**src/rtl/ascon_out_collector.sv**
```systemverilog
// ascon_out_collector
// Captures ASCON-128 ciphertext blocks into a small FIFO and the final tag into
// a holding register, then serializes ciphertext (high word first) followed by
// the tag onto a 32-bit valid/ready host stream. Sticky overflow flags any
// dropped block or tag.
module ascon_out_collector #(
    parameter int DEPTH = 4
) (
    input  logic         clock_i,
    input  logic         reset_i,
    input  logic         start_i,
    input  logic [63:0]  cipher_i,
    input  logic         cipher_valid_i,
    input  logic [127:0] tag_i,
    input  logic         end_i,
    input  logic         ready_i,
    output logic [31:0]  data_o,
    output logic         valid_o,
    output logic         is_tag_o,
    output logic         last_o,
    output logic         overflow_o,
    output logic         busy_o
);

    localparam int AW = $clog2(DEPTH);

    typedef enum logic [1:0] {
        S_IDLE,
        S_CT_HI,
        S_CT_LO,
        S_TAG
    } state_t;

    state_t       state;
    state_t       state_next;
    logic [1:0]   widx;
    logic [1:0]   widx_next;

    logic [63:0]  mem [DEPTH];
    logic [AW:0]  wr_ptr;
    logic [AW:0]  rd_ptr;
    logic [AW:0]  count;
    logic         full;
    logic         empty;
    logic         pop;
    logic         push;
    logic         cipher_drop;
    logic [63:0]  head;

    logic         tag_pend;
    logic [127:0] tag_q;
    logic         tag_done;
    logic         tag_drop;

    // Pointers carry one extra wrap bit, so their difference is the occupancy.
    assign count = wr_ptr - rd_ptr;
    assign full  = (count == (AW + 1)'(DEPTH));
    assign empty = (count == '0);
    assign head  = mem[rd_ptr[AW-1:0]];

    // Pop happens on the low-word transfer; a push into a full FIFO is allowed
    // when the head leaves on the same edge.
    assign pop         = (state == S_CT_LO) && ready_i;
    assign push        = cipher_valid_i && (!full || pop);
    assign cipher_drop = cipher_valid_i && full && !pop;

    assign tag_done = (state == S_TAG) && ready_i && (widx == 2'd3);
    assign tag_drop = end_i && tag_pend;

    assign busy_o = !empty || tag_pend || (state != S_IDLE);

    // FIFO storage write.
    // NOTE: the storage array is deliberately not reset; nothing reads it while
    // the FIFO is empty, and leaving it out of reset lets it map onto plain RAM.
    always_ff @(posedge clock_i) begin
        if (push) begin
            mem[wr_ptr[AW-1:0]] <= cipher_i;
        end
    end

    // FIFO pointer update.
    // NOTE: sequential state is always assigned with <= so every register
    // samples the pre-edge values of the others, whatever the statement order.
    always_ff @(posedge clock_i or posedge reset_i) begin
        if (reset_i) begin
            wr_ptr <= '0;
            rd_ptr <= '0;
        end else begin
            if (push) wr_ptr <= wr_ptr + 1'b1;
            if (pop)  rd_ptr <= rd_ptr + 1'b1;
        end
    end

    // Tag capture; a second tag while one is still pending is dropped.
    always_ff @(posedge clock_i or posedge reset_i) begin
        if (reset_i) begin
            tag_pend <= 1'b0;
            tag_q    <= '0;
        end else if (end_i && !tag_pend) begin
            tag_pend <= 1'b1;
            tag_q    <= tag_i;
        end else if (tag_done) begin
            tag_pend <= 1'b0;
        end
    end

    // Sticky overflow; a new drop wins over a same-cycle start clear.
    always_ff @(posedge clock_i or posedge reset_i) begin
        if (reset_i) begin
            overflow_o <= 1'b0;
        end else if (cipher_drop || tag_drop) begin
            overflow_o <= 1'b1;
        end else if (start_i) begin
            overflow_o <= 1'b0;
        end
    end

    // Serializer state register.
    always_ff @(posedge clock_i or posedge reset_i) begin
        if (reset_i) begin
            state <= S_IDLE;
            widx  <= 2'd0;
        end else begin
            state <= state_next;
            widx  <= widx_next;
        end
    end

    // Serializer next state and output decode from registered state only.
    // NOTE: every signal written here gets a default first, so no path through
    // the case statement can leave one unassigned and infer a latch.
    always_comb begin
        state_next = state;
        widx_next  = widx;
        data_o     = 32'd0;
        valid_o    = 1'b0;
        is_tag_o   = 1'b0;
        last_o     = 1'b0;
        unique case (state)
            S_IDLE: begin
                if (!empty) begin
                    state_next = S_CT_HI;
                end else if (tag_pend) begin
                    state_next = S_TAG;
                    widx_next  = 2'd0;
                end
            end
            S_CT_HI: begin
                valid_o = 1'b1;
                data_o  = head[63:32];
                if (ready_i) state_next = S_CT_LO;
            end
            S_CT_LO: begin
                valid_o = 1'b1;
                data_o  = head[31:0];
                if (ready_i) begin
                    // Occupancy after this pop, counting a same-cycle push.
                    if ((count > (AW + 1)'(1)) || push) begin
                        state_next = S_CT_HI;
                    end else if (tag_pend) begin
                        state_next = S_TAG;
                        widx_next  = 2'd0;
                    end else begin
                        state_next = S_IDLE;
                    end
                end
            end
            S_TAG: begin
                valid_o  = 1'b1;
                is_tag_o = 1'b1;
                last_o   = (widx == 2'd3);
                unique case (widx)
                    2'd0: data_o = tag_q[127:96];
                    2'd1: data_o = tag_q[95:64];
                    2'd2: data_o = tag_q[63:32];
                    2'd3: data_o = tag_q[31:0];
                endcase
                if (ready_i) begin
                    if (widx == 2'd3) begin
                        state_next = empty ? S_IDLE : S_CT_HI;
                        widx_next  = 2'd0;
                    end else begin
                        widx_next = widx + 2'd1;
                    end
                end
            end
        endcase
    end

endmodule

```
**config.mk**
```make
export PLATFORM = sky130hd
export DESIGN_NAME = ascon_out_collector
export DESIGN_NICKNAME = d
export VERILOG_FILES = /design/src/rtl/ascon_out_collector.sv
export SDC_FILE = /design/constraint.sdc
export NUM_CORES = 1
export LEC_CHECK = 0
export ABC_AREA = 1
export BUFFER_PORTS_ARGS = -buffer_cell sky130_fd_sc_hd__buf_2
export CORE_MARGIN = 2
export CORE_UTILIZATION = 40
export DETAILED_ROUTE_END_ITERATION = 10
export MAX_ROUTING_LAYER = met4
export SETUP_SLACK_MARGIN = 0.15
export SLEW_MARGIN = 0
export SYNTH_ARGS = -nofsm -noshare
export SYNTH_HDL_FRONTEND = slang
export SYNTH_SLANG_ARGS = --single-unit
export TNS_END_PERCENT = 1
```
**constraint.sdc**
```tcl
create_clock -name clock_i -period 4.9 [get_ports clock_i]
set_input_delay 0.735 -clock clock_i [delete_from_list [all_inputs] [get_ports clock_i]]
set_output_delay 0.735 -clock clock_i [all_outputs]
set_load 0.01 [all_outputs]
```
# Word level (Yosys, flattened, before mapping)
# Memory sizes are Yosys's and may differ from the RTL's.
# Index checks and enable logic that the tools add are counted.
# word_totals
romBits	0
ram_bits	256
reg_bits	140
memories	1
latchBits	0
# memory_table
memory	depth	word_bits	read_ports	rd_ports_with_merged_regs	wr	line_no	rtl
mem	4	64	1	0	1	39	logic [63:0] mem [DEPTH];
# op_classes
shifts	0
mux	28
addsub	4
n_mul	0
n_reduce_logical	27
div	0
magnitude_cmp	1
n_bitwise	0
eq_ne	14
# ops
operator	n
32-bit case mux with 4 select lines	1
32-bit case mux with 3 select lines	1
2-bit 2-to-1 mux	14
1-bit 2-to-1 mux	10
2-bit != test (second input constant)	5
5-bit AND reduction	2
2-bit equality test (second input constant)	4
1-bit logical AND	8
2-bit case mux with 4 select lines	1
3-bit by 1-bit adder with 3-bit output (second input constant)	2
2-bit case mux with 3 select lines	1
2-bit nonzero test	3
1-bit logical OR	5
2-bit by 1-bit equality test with 1-bit output (second input constant)	2
1-bit logical NOT	4
2-bit logical NOT	2
3-bit equality test (second input constant)	1
3-bit by 1-bit > comparator with 1-bit output (second input constant)	1
3-bit logical NOT	1
3-bit != test (second input constant)	1
3-bit nonzero test	1
3-bit OR reduction	1
3-bit subtractor	1
2-bit by 1-bit adder with 2-bit output (second input constant)	1
2-bit by 1-bit != test with 1-bit output (second input constant)	1

# Logic depth before layout (Yosys ltp)
# logic_depth
word_depth	9
ltp_mapped	13
ltp_nobuf	13

# Least setup slack after synthesis
# No wires, ideal clock.
# synth_timing
path_type	reg2reg
from	register wr_ptr[0]
to	memory mem[0][0] (enable)
slack_ns	0.184
path_buffers	0
required_time_ns	4.414
setup_ns	0.486
arrival_ns	4.230
synth_period_minus_slack_ns	4.716
stages_incl_launch_ff	11
path_cell_list	dfrtp_1 -> inv_1 -> ha_1 -> fa_1 -> inv_1 -> nand2_1 -> nand2_1 -> nand2_1 -> nand2_1 -> o21ai_4 -> nor2_1
# synth_between
elab_chain_len	7
# synth_rtl
item	line_no	rtl
start, declared	40	logic [AW:0] wr_ptr;
start signal, assigned	89	if (push) wr_ptr <= wr_ptr + 1'b1;
3-bit subtractor	56	assign count = wr_ptr - rd_ptr;
3-bit equality test	57	assign full = (count == (AW + 1)'(DEPTH));
1-bit logical NOT	64	assign push = cipher_valid_i && (!full || pop);
1-bit logical OR	64	
1-bit logical AND	64	
1-bit 2-to-1 mux	76	if (push) begin
1-bit 2-to-1 mux (implied by the code)	77	mem[wr_ptr[AW-1:0]] <= cipher_i;
end, declared	39	
# Parallel ways exist; a longest one is shown, timed or not.

# Final worst setup path
# layout_timing
from	register rd_ptr[0]
to	output data_o[26]
# layout_between
elab_chain_len	2
# layout_rtl
item	line_no	rtl
start, declared	41	logic [AW:0] rd_ptr;
start signal, assigned	90	if (pop) rd_ptr <= rd_ptr + 1'b1;
memory read 4 x 64 bit	--	
32-bit case mux with 3 select lines	139	unique case (state)
end, declared	17	output logic [31:0] data_o,
# No other way between the ends.

==> impl_metrics.toml <==
[critical_path]
cp_slowest_cell = "clkinv_2"
r2r_end = "mem[2][37]$_DFFE_PP_"
crit_buf_inv = 3
ff2ff_setup_slack_ns = 1.46
crit_arrival_ns = 3.56
slowest_delay_ns = 0.92
crit_path_end_kind = "primary output"
cp.required_ns = 4.16
cp-start-kind = "flip-flop"
rr_startpoint = "rd_ptr[0]$_DFFE_PP0P_"
crit_fanout = 70
critPathTopFamily = "buffers and inverters"
crit_path_cell_trace = "clkinv_2, buf_4, o21ai_0, o22ai_1, nand2_1, nand3_1, buf_2"
crit_type = "flip-flop to primary output"
reg2regPathDepth = 10

[logic_synthesis]
synth_top_area_share_pct = 46.9
syn_area_sq_mm = 0.0164
synth-edff-count = 256
syn_inst = 1359
yosysTopAreaCell = "edfxtp_1"
yosys_warnings = 0
avgSynthCellArea_sq_um = 12.1
synth-seq-area-share_pct = 68.2
yosys_register_bits = 396
ys_types = 30
syn_nets = 1568
synth_async_sr_flop_share_pct = 35.4
synth_flop_cell = "edfxtp_1"
synthTopCellsByArea = "edfxtp_1, dfrtp_1, mux2_2"

[routing]
wl_per_cell_um = 20.5
final_antenna_net_count = 0
drtPass1Iterations = 5
routed_wl_um = 44400
post_drt_via_cell_ratio = 5.27
drcViolationCount = 0
num_vias = 11400
drt_iter0_markers = 912

[global_route]
met2_usage_pct = 31.8
globalRoute.totalOverflow = 0
top_usage_layer = "met2"
grt_max_degree = 109
grt_pass1_wl_um = 66600
grt_pass1_vias = 11200
grt_util_met3_pct = 4.98
use_met1_pct = 29.2
antenna_found_initial = 19
grt_usage_pct = 21.4

[pwr]
internal_power_mw = 8.03
p_clk_share_pct = 28.1
power.switching_mw = 4.47
p_leak_nw = 7.81
vdd_drop_max_mv = 0.455
sequentialPowerShare_pct = 39.1
p_sw_share_pct = 35.8
pwr-share-comb_pct = 32.8
power_density_mw_per_mm2 = 634

[place]
gp_congestion = 0.801
place_ws_ns = 1.15
io_buffers = 234
dp_hpwl_um = 28400

[sta]
fin_crit_sh_pct = 87.7
finClkSkew_ns = 0.0158
tightest_slew_ns = 0.977
max_slew_margin_pct = 34.9
rsz0062_at_grt = "false"
setup_violations = 0
layout_min_cycle_time_ns = 4.30
final.setup.tns_ns = 0
layout_setup_ws_ns = 0.605
fmaxAchievable_mhz = 233
hold_viol_final = 0
maxSlewViolCount = 0

[clocking]
numClockSinks = 396
ctsHoldBuffers = 0
clk-insertion-delay-late_ns = 0.56
postCtsSetupBuffers = 0
cts_buffer_depth = 3
cts_buffers = 44
cts_tree = "built"
cts_root_buf = "clkbuf_16"
htreeDepth = 2
clk_pin_slew_ns = 0.06
cts_resized = 0

[worst_hold_path]
hold_depth = 2
hp-start = "start_i"
min_path_type = "primary input to flip-flop"
min_to = "overflow_o$_DFFE_PP0P_"

[die]
core_sq_mm = 0.0406
dieArea_sq_mm = 0.0426
dieHeight_um = 206
initial_utilization_pct = 40.4
die_w_um = 206
ios = 235
row_count = 74

[final_layout]
nFillCells = 3634
area.growth.synth_to_final_pct = 20.2
layout_commonest_cell = "edfxtp_1"
finalNetCount = 1786
layout_common_cells = "edfxtp_1, buf_2, nand2_1, nor2_1, dfrtp_1"
drive_above_1_share_pct = 27.5

[run]
maxCapViolations = 0

[outcome]
run_status = "finished, final reports clean"
cells in the mapped netlist (all sizes together) (2+ instances only):
cell / count
a21oi: 57
a31o: 20
buf: 48
clkbuf: 36
dfrtp: 140
edfxtp: 256
ha: 10
inv: 54
mux2: 100
nand2: 192
nand3: 71
nand4: 2
nor2: 154
nor3: 3
o211ai: 8
o21ai: 140
o221ai: 5
o22ai: 57
xor2: 3
logic make-up after synthesis:
kind of cell    count (synthesis)  synth area share (%)
mux                           100                  6.87
fa+ha+maj                      11                 0.885
buf+inv                       138                  3.49
compound gates                288                  10.0
xor+xnor                        3                 0.160
simple gates                  423                  10.4
flops                         396                  68.2
per-layer routing:
metal | vias to the layer above | wire length, um
li1 | 5302 | -
met1 | 5640 | 20200
met2 | 378 | 19800
met3 | 76 | 3380
met4 | 0 | 1090
met5 | - | 0
per-stage QoR:
step / std cells / utilization [%] / area (sq um) / hold slack [ns] / total power [mW]
after global placement: 2063 / 44.6 / 18100 / 0.487 / 9.02
after floorplan: 1359 / - / 16400 / 0.478 / 7.51
after global routing: 2158 / 48.5 / 19700 / 0.365 / 13.3
after detailed placement: 2063 / 44.6 / 18100 / 0.493 / 9.10
final: 2162 / 48.5 / 19700 / 0.390 / 12.5
after CTS: 2143 / 48.4 / 19700 / 0.353 / 12.6
power groups by stage:
stage	Combinational, mW	Clock, mW	Sequential (mW)
2_1_floorplan	2.70	0	4.81
3_3_place_gp	4.09	0	4.93
3_5_place_dp	4.15	0	4.96
4_1_cts	4.16	3.59	4.89
5_1_grt	4.54	3.72	4.99
6_report	4.09	3.51	4.89
final cells by class:
cell class	count	area (sq um)	share of cell area, %
timing repair buffer	256	1360	6.90
tap	532	666	3.38
multi-input combinational	825	4680	23.7
antenna	19	47.5	0.241
clock buffer	54	1240	6.30
inverter	54	209	1.06
clock inverter	26	323	1.64
sequential	396	11200	56.8
registers in the layout, summed over array words and instances (netlist names):
signal	flops
mem	256
tag_pend	1
widx	2
state	2
overflow_o	1
tag_q	128
wr_ptr	3
rd_ptr	3
worst max-delay path by stage:
stage	startpoint	to	slack, ns	depth (start not counted)
after CTS	rd_ptr[0]$_DFFE_PP0P_	data_o[26]	0.54	7
after global placement	rd_ptr[0]$_DFFE_PP0P_	data_o[3]	1.25	7
final	rd_ptr[0]$_DFFE_PP0P_	data_o[26]	0.60	7
after global routing	rd_ptr[0]$_DFFE_PP0P_	data_o[3]	0.28	7
after floorplan	wr_ptr[0]$_DFFE_PP0P_	mem[0][0]$_DFFE_PP_	0.18	10
after detailed placement	rd_ptr[0]$_DFFE_PP0P_	data_o[26]	1.15	7
Power figures use the tool's default switching activity.
